**config.mk**
```make
export PLATFORM = sky130hd
export DESIGN_NAME = exposure_timer
export DESIGN_NICKNAME = d
export VERILOG_FILES = /design/src/rtl/exposure_timer_pkg.sv /design/src/rtl/timer_prescaler.sv /design/src/rtl/exposure_timer.sv
export SDC_FILE = /design/constraint.sdc
export NUM_CORES = 1
export LEC_CHECK = 0
export ABC_AREA = 1
export ABC_CLOCK_PERIOD_IN_PS = 1600
export BUFFER_PORTS_ARGS = -buffer_cell sky130_fd_sc_hd__buf_2
export CAP_MARGIN = 20
export CORE_ASPECT_RATIO = 0.9
export CORE_MARGIN = 2
export CORE_UTILIZATION = 54
export DETAILED_ROUTE_END_ITERATION = 12
export PLACE_DENSITY = 0.79
export SLEW_MARGIN = 0
export SYNTH_ARGS = -nofsm -noshare
export SYNTH_HDL_FRONTEND = slang
export SYNTH_SLANG_ARGS = --single-unit
```
**constraint.sdc**
```tcl
create_clock -name clk -period 1.6 [get_ports clk]
set_input_delay 0.24 -clock clk [delete_from_list [all_inputs] [get_ports clk]]
set_output_delay 0.24 -clock clk [all_outputs]
set_load 0.02 [all_outputs]
```
**src/rtl/exposure_timer_pkg.sv**
```systemverilog
// Shared types and default sizing for the exposure timer.
//   state_t   : controller state encoding (IDLE, EXPOSE, DONE)
//   DEF_WIDTH : default width of the exposure tick count
//   DEF_PRE_W : default width of the prescale value / counter
package exposure_timer_pkg;
  localparam int DEF_WIDTH = 5;
  localparam int DEF_PRE_W = 4;

  typedef enum logic [1:0] {
    IDLE   = 2'd0,
    EXPOSE = 2'd1,
    DONE   = 2'd2
  } state_t;
endpackage

```
**src/rtl/timer_prescaler.sv**
```systemverilog
// Divides enabled cycles down to one tick every prescale+1 enabled cycles.
//   clk, reset : clock, synchronous active-high reset
//   clear      : forces the internal counter back to 0 (priority over enable)
//   enable     : count qualifier; low freezes the counter
//   prescale   : terminal count, held stable by the owner while counting
//   tick       : high in the enabled cycle where the counter sits at prescale
module timer_prescaler #(
  parameter int PRE_W = 4
) (
  input  logic             clk,
  input  logic             reset,
  input  logic             clear,
  input  logic             enable,
  input  logic [PRE_W-1:0] prescale,
  output logic             tick
);
  logic [PRE_W-1:0] pre_cnt;

  assign tick = enable && !clear && (pre_cnt == prescale);

  always_ff @(posedge clk) begin
    if (reset || clear)
      pre_cnt <= '0;
    else if (enable)
      pre_cnt <= (pre_cnt == prescale) ? '0 : pre_cnt + 1'b1;
  end
endmodule

```
**src/rtl/exposure_timer.sv**
```systemverilog
// Exposure timer: counts init ticks (each prescale+1 enabled cycles) and
// reports completion; optional auto-reload runs it as a periodic timer.
//   clk, reset    : clock, synchronous active-high reset
//   start         : launch from IDLE/DONE, latching init/prescale/reload
//   enable        : pause when low
//   abort         : return to IDLE without completing (beats start/completion)
//   init          : exposure length in ticks
//   prescale      : tick divider (prescale+1 cycles per tick)
//   reload        : continuous mode, reload init on each completion
//   busy          : state is EXPOSE
//   exposure_done : state is DONE
//   done_pulse    : one-cycle strobe after each completed period
//   remaining     : current tick count
module exposure_timer
  import exposure_timer_pkg::*;
#(
  parameter int WIDTH = DEF_WIDTH,
  parameter int PRE_W = DEF_PRE_W
) (
  input  logic             clk,
  input  logic             reset,
  input  logic             start,
  input  logic             enable,
  input  logic             abort,
  input  logic [WIDTH-1:0] init,
  input  logic [PRE_W-1:0] prescale,
  input  logic             reload,
  output logic             busy,
  output logic             exposure_done,
  output logic             done_pulse,
  output logic [WIDTH-1:0] remaining
);
  state_t           state;
  logic [WIDTH-1:0] count;
  logic [WIDTH-1:0] init_l;
  logic [PRE_W-1:0] pre_l;
  logic             reload_l;
  logic             tick;

  // The prescaler is held cleared outside EXPOSE so every exposure starts
  // with a fresh divider phase; pausing only drops its enable.
  timer_prescaler #(.PRE_W(PRE_W)) u_pre (
    .clk     (clk),
    .reset   (reset),
    .clear   (abort || (state != EXPOSE)),
    .enable  (enable && (state == EXPOSE)),
    .prescale(pre_l),
    .tick    (tick)
  );

  assign busy          = (state == EXPOSE);
  assign exposure_done = (state == DONE);
  assign remaining     = count;

  always_ff @(posedge clk) begin
    if (reset) begin
      state      <= IDLE;
      count      <= '0;
      init_l     <= '0;
      pre_l      <= '0;
      reload_l   <= 1'b0;
      done_pulse <= 1'b0;
    end else begin
      done_pulse <= 1'b0;
      if (abort) begin
        state <= IDLE;
        count <= '0;
      end else begin
        case (state)
          IDLE, DONE: begin
            if (start) begin
              init_l   <= init;
              pre_l    <= prescale;
              reload_l <= reload;
              count    <= init;
              // A zero-length exposure completes immediately; reload is moot.
              if (init == '0) begin
                state      <= DONE;
                done_pulse <= 1'b1;
              end else begin
                state <= EXPOSE;
              end
            end
          end
          EXPOSE: begin
            if (tick && (count != '0)) begin
              if (count == WIDTH'(1)) begin
                done_pulse <= 1'b1;
                if (reload_l) begin
                  count <= init_l;
                end else begin
                  count <= '0;
                  state <= DONE;
                end
              end else begin
                count <= count - 1'b1;
              end
            end
          end
          default: begin
            state <= IDLE;
            count <= '0;
          end
        endcase
      end
    end
  end
endmodule

```
* Word level (Yosys, flattened, before mapping)
Cells that the tools add are included.
** Storage, ports and cells
- Input bits :: 15
- Output and inout port bits :: 8
- Logic and storage cells :: 51
- Register bits after elaboration :: 22
** Operators by class
- Reductions and logical operators :: 15
- Equality and inequality tests :: 9
- Muxes and demuxes :: 17
- Bitwise operators :: 1
- Add/sub/neg operators :: 2
** Operators by type and width (count)
- 5-bit two-way mux :: 4
- 2-bit two-way mux :: 5
- 5-bit case mux with 2 select lines :: 1
- 2-bit by 1-bit != test with 1-bit output (second input constant) :: 3
- 5-bit by 1-bit == test with 1-bit output (second input constant) :: 1
- 5-bit logical NOT :: 1
- 5-bit nonzero test :: 1
- 5-bit by 1-bit subtractor with 5-bit output (second input constant) :: 1
- 4-bit by 1-bit adder with 4-bit output (second input constant) :: 1
- 4-bit == test :: 1
- 1-bit logical AND :: 4
- 1-bit two-way mux :: 4
- 4-bit two-way mux :: 1
- 2-bit != test (second input constant) :: 2
- 2-bit case mux with 2 select lines :: 1
- 4-bit AND reduction :: 1
- 2-bit OR reduction :: 2
- 3-bit AND reduction :: 1
- 2-bit by 1-bit == test with 1-bit output (second input constant) :: 1
- 2-bit == test (second input constant) :: 1
- 2-bit logical NOT :: 1
- 1-bit logical OR :: 2
- 1-bit case mux with 2 select lines :: 1
- 2-bit AND reduction :: 1
- other kinds (2) :: 2

* Logic depth before layout (Yosys ltp)
- Depth after elaboration :: 8
- Depth in mapped cells :: 11
- Depth with buffers taken out :: 11

* By module
From an unflattened synthesis, not the netlist that was laid out.
** Second synthesis, totals
- Cells, all modules :: 191
- Area total of the unflattened synthesis :: 1345.0 µm²
** Modules (own cells, without submodules)
- exposure_timer :: cells each 155, sequential area each 360.3 µm², area each 1096.1 µm², instances 1
- timer_prescaler :: cells each 36, sequential area each 80.1 µm², area each 249.0 µm², instances 1

* Least setup slack after synthesis
No wires, ideal clock.
- Path kind :: register -> register
- Start point :: register count[0] (netlist: remaining[0])
- End point :: register count[0] (netlist: remaining[0])
- Arrival time :: 1.457 ns
- Buffers on the path :: 0
- Setup slack :: 0.028 ns
- Period minus slack after synthesis :: 1.572 ns
- Library setup time :: 0.115 ns
- Required time :: 1.485 ns
- Cell stages (with the launch flop) :: 11
- Path through :: dfxtp_1 > inv_1 > ha_1 > inv_1 > nor2_1 > a21oi_1 > nand3_2 > nand2_4 > nand2_4 > o21ai_1 > nor2_1
** Between the ends
- Longest elaborated chain between the ends :: 4
- Elaborated cells on any way between the ends :: 9
- Those cells by class :: add/sub: 1; eq/ne: 2; mux: 3; reduce/logical: 3
** Ends and longest elaborated chain
- start, declared :: RTL line exposure_timer.sv:34 : logic [WIDTH-1:0] count;
- start signal, assigned :: RTL line exposure_timer.sv:75 : count <= init;
- start signal, assigned :: RTL line exposure_timer.sv:90 : count <= init_l;
- start signal, assigned :: RTL line exposure_timer.sv:96 : count <= count - 1'b1;
- 5-bit by 1-bit subtractor with 5-bit output (tied with other cells) :: RTL line exposure_timer.sv:96
- 5-bit two-way mux or 1-bit logical AND (tied branches) :: RTL line exposure_timer.sv:87, exposure_timer.sv:86
- 5-bit two-way mux or 2-bit by 1-bit != test with 1-bit output (tied branches)
- 5-bit case mux with 2 select lines or 2-bit AND reduction (tied branches)
Several ways; a longest one is shown, not always the timed one. The select of a mux whose other input is x is not followed.
A chain may end at the register's enable or synchronous reset.

* Worst setup path in the final report
- Start point :: register count[1] (netlist: remaining[1])
- End point :: register count[0] (netlist: remaining[0])
** Between the ends
- Longest elaborated chain between the ends :: 4
- Elaborated cells on any way between the ends :: 8
- Those cells by class :: eq/ne: 2; mux: 3; reduce/logical: 3
** Ends and longest elaborated chain (RTL line)
- 5-bit by 1-bit == test with 1-bit output or 5-bit nonzero test (tied branches) :: exposure_timer.sv:87, exposure_timer.sv:86
- 5-bit two-way mux or 1-bit logical AND (tied branches) :: exposure_timer.sv:87, exposure_timer.sv:86
- 5-bit two-way mux or 2-bit by 1-bit != test with 1-bit output (tied branches)
- 5-bit case mux with 2 select lines or 2-bit AND reduction (tied branches)
Several ways; a longest one is shown, not always the timed one. The select of a mux whose other input is x is not followed.

==> impl_metrics.py <==
metrics = {
    "pwr": {
        "seq_power_share": 0.464,
        "p_switching_uw": 347,
        "combPwrFrac": 0.198,
        "ir_worst_vdd_mv": 0.543,
        "p_per_area_mw_per_mm2": 835,
        "pwr-share-clk": 0.338,
        "sw_frac_of_total": 0.273,
        "leakagePower_uw": 0.000709,
        "power.internal_uw": 924,
    },
    "setup_path": {
        "worstReg2RegStart": "remaining[1]",
        "worstSetupPathType": "reg2reg",
        "end_kind": "flip-flop",
        "crit_fanout": 8,
        "r2r_cells": 11,
        "arrival_ns": 1.78,
        "critical_path_required_ns": 1.82,
        "worst_setup_path_start_kind": "flip-flop",
        "crit_start": "remaining[1]",
    },
    "yosys": {
        "ys_seq_area_frac": 0.346,
        "synth_cells": 187,
        "synth_top_area_frac": 0.346,
        "syn_area_mm2": 0.00127,
        "synth_seq_cells": 22,
        "synth_top_cell_by_area": "dfxtp_1",
        "yosysWarnings": 0,
        "synth_fp_nets": 206,
        "synth.avg_cell_area_um2": 6.80,
        "synth.area.top_cells": "dfxtp_1, nand2_1, inv_1",
        "synth_cell_types": 29,
    },
    "drt": {
        "via_per_inst": 5.34,
        "wl_per_cell_um": 12.4,
        "wl_mm": 3.02,
        "vias": 1304,
        "dr.pass1.iters": 4,
        "drtIter0Drc": 48,
        "ant_nets": 0,
        "drc": 0,
    },
    "floorplanning": {
        "die_y_um": 50.0,
        "core_mm2": 0.00220,
        "die_x_um": 55.1,
        "dieArea_mm2": 0.00276,
        "ioPinCount": 23,
        "start_util": 0.577,
        "rows": 16,
    },
    "clock_network": {
        "numCtsBuffers": 3,
        "clock_path_buffers": 2,
        "cts_max_level": 1,
        "clk_pin_slew_ns": 0.13,
        "cts_tree": "built",
        "root_buffer": "clkbuf_4",
        "clock-sinks": 22,
        "ctsHoldBuffers": 0,
        "clock_latency_ns": 0.31,
    },
    "place": {
        "pre_cts_slack_ns": 0.0612,
        "numPortBuffers": 22,
        "dpl_cell_area_mm2": 0.00145,
        "routabilityCongestion": 0.913,
        "place_inst": 239,
        "hpwl_mm": 2.25,
    },
    "cells_and_area": {
        "diodes": 0,
        "areaGrowthSynthToFinish_pct": 19.8,
        "post_route_cells_drive_above_1_share": 0.249,
        "multi_input_area_um2": 711,
        "seq_area_um2": 443,
        "final_cell_area_mm2": 0.00152,
        "final_nets": 237,
        "fillerInstances": 199,
        "final_common_cell": "nand2_1",
        "final_cells": 244,
        "layout_common_cells": "nand2_1, inv_1, nor2_1",
        "fin_util": 0.691,
    },
    "hold_path": {
        "hold_path_class": "in2reg",
        "min_from": "prescale[2]",
        "min_path_cells": 3,
    },
    "grt": {
        "overflow": 0,
        "grt_max_degree": 16,
        "grt_pass1_vias": 1122,
        "grt_use_total": 0.244,
        "grt_pass1_wl_mm": 4.94,
        "grt_antenna_before_repair": 0,
    },
    "sta": {
        "hold_violations": 0,
        "min_period_over_period": 0.974,
        "setup_ws_ns": 0.0424,
        "period_minus_slack_ns": 1.56,
        "fmaxAchievable_mhz": 642,
        "holdWs_ns": 0.187,
        "worstMarginPinSlew_ns": 0.455,
        "clock_skew_ns": 0.00567,
        "drv_slew": 0,
        "max_slew_margin": 0.696,
        "finalSetupViolations": 0,
    },
    "status": {
        "status": "complete, no violations",
    },
    "job": {
        "maxCapViolations": 0,
    },
}
[layout make-up]
class | instances | area share
tap | 27 | 0.0222
inverter | 30 | 0.0740
multi-input combinational | 131 | 0.467
timing repair buffer | 30 | 0.112
clock buffer | 3 | 0.0148
sequential | 22 | 0.291
clock inverter | 1 | 0.0197
[cells by family after synthesis]
family	Yosys count	share of synthesized area
and+or+nand+nor	89	0.327
AOI/OAI and AO/OA	34	0.155
buffers and inverters	34	0.105
DFF	22	0.346
xor gates and xnor gates	4	0.0276
adders and majority gates	4	0.0394
[final timing paths]
check / to / slack, ns
setup / recovery: remaining[0] / 0.04
hold / removal: pre_l[2] / 0.19
setup reg to reg: remaining[0] / 0.04
hold reg to reg: init_l[1] / 0.48
[layer usage]
metal / up-vias / track usage / wire length, µm
met5: - / 0 / 0
li1: 673 / - / -
met1: 585 / 0.375 / 1450
met4: 0 / 0.0732 / 43
met2: 39 / 0.343 / 1340
met3: 7 / 0.0394 / 194
[metrics by stage]
| step | TNS [ns] | total power, µW |
|---|---|---|
| 6_report | 0 | 1270 |
| 5_1_grt | -0.0742 | 1340 |
| 4_1_cts | 0 | 1260 |
| 3_5_place_dp | 0 | 840 |
| 3_3_place_gp | 0 | 835 |
| 2_1_floorplan | 0 | 765 |
[critical path: stages (launching register included)]
cell and delay [ns]:
dfxtp_2 0.35, inv_1 0.05, buf_4 0.14, ha_2 0.17
inv_2 0.04, nor2_1 0.04, a21oi_2 0.15, nand3_2 0.11
nand2_4 0.14, nand2_4 0.07, o21ai_1 0.16, nor2_1 0.05
[power by group through the flow]
stage                     sequential, µW  clock, µW  combinational, µW
after global placement               601          0                234
after floorplan                      608          0                157
final                                590        429                252
after detailed placement             602          0                239
after global routing                 593        460                284
after CTS                            590        432                240
[timing repair]
action                     CTS  global route
setup endpoints to repair    0             8
resized for setup            0             7
setup buffers                0             1
[state kept, by name (all words and copies together) (netlist names)]
| register | count |
|---|---|
| state | 2 |
| reload_l | 1 |
| pre_l | 4 |
| done_pulse | 1 |
| u_pre.pre_cnt | 4 |
| remaining | 5 |
| init_l | 5 |
[synthesized netlist by cell type, drive strengths merged]
library cell	instances
nand2	41
inv	30
nor2	27
dfxtp	22
a21oi	16
nand3	14
o21ai	6
a211oi	5
nand4	5
ha	4
buf	3
o22ai	3
xor2	3
a211o	1
a31oi	1
clkbuf	1
nor3	1
o21a	1
o21bai	1
or2	1
xnor2	1
Power figures use the tool's default switching activity.
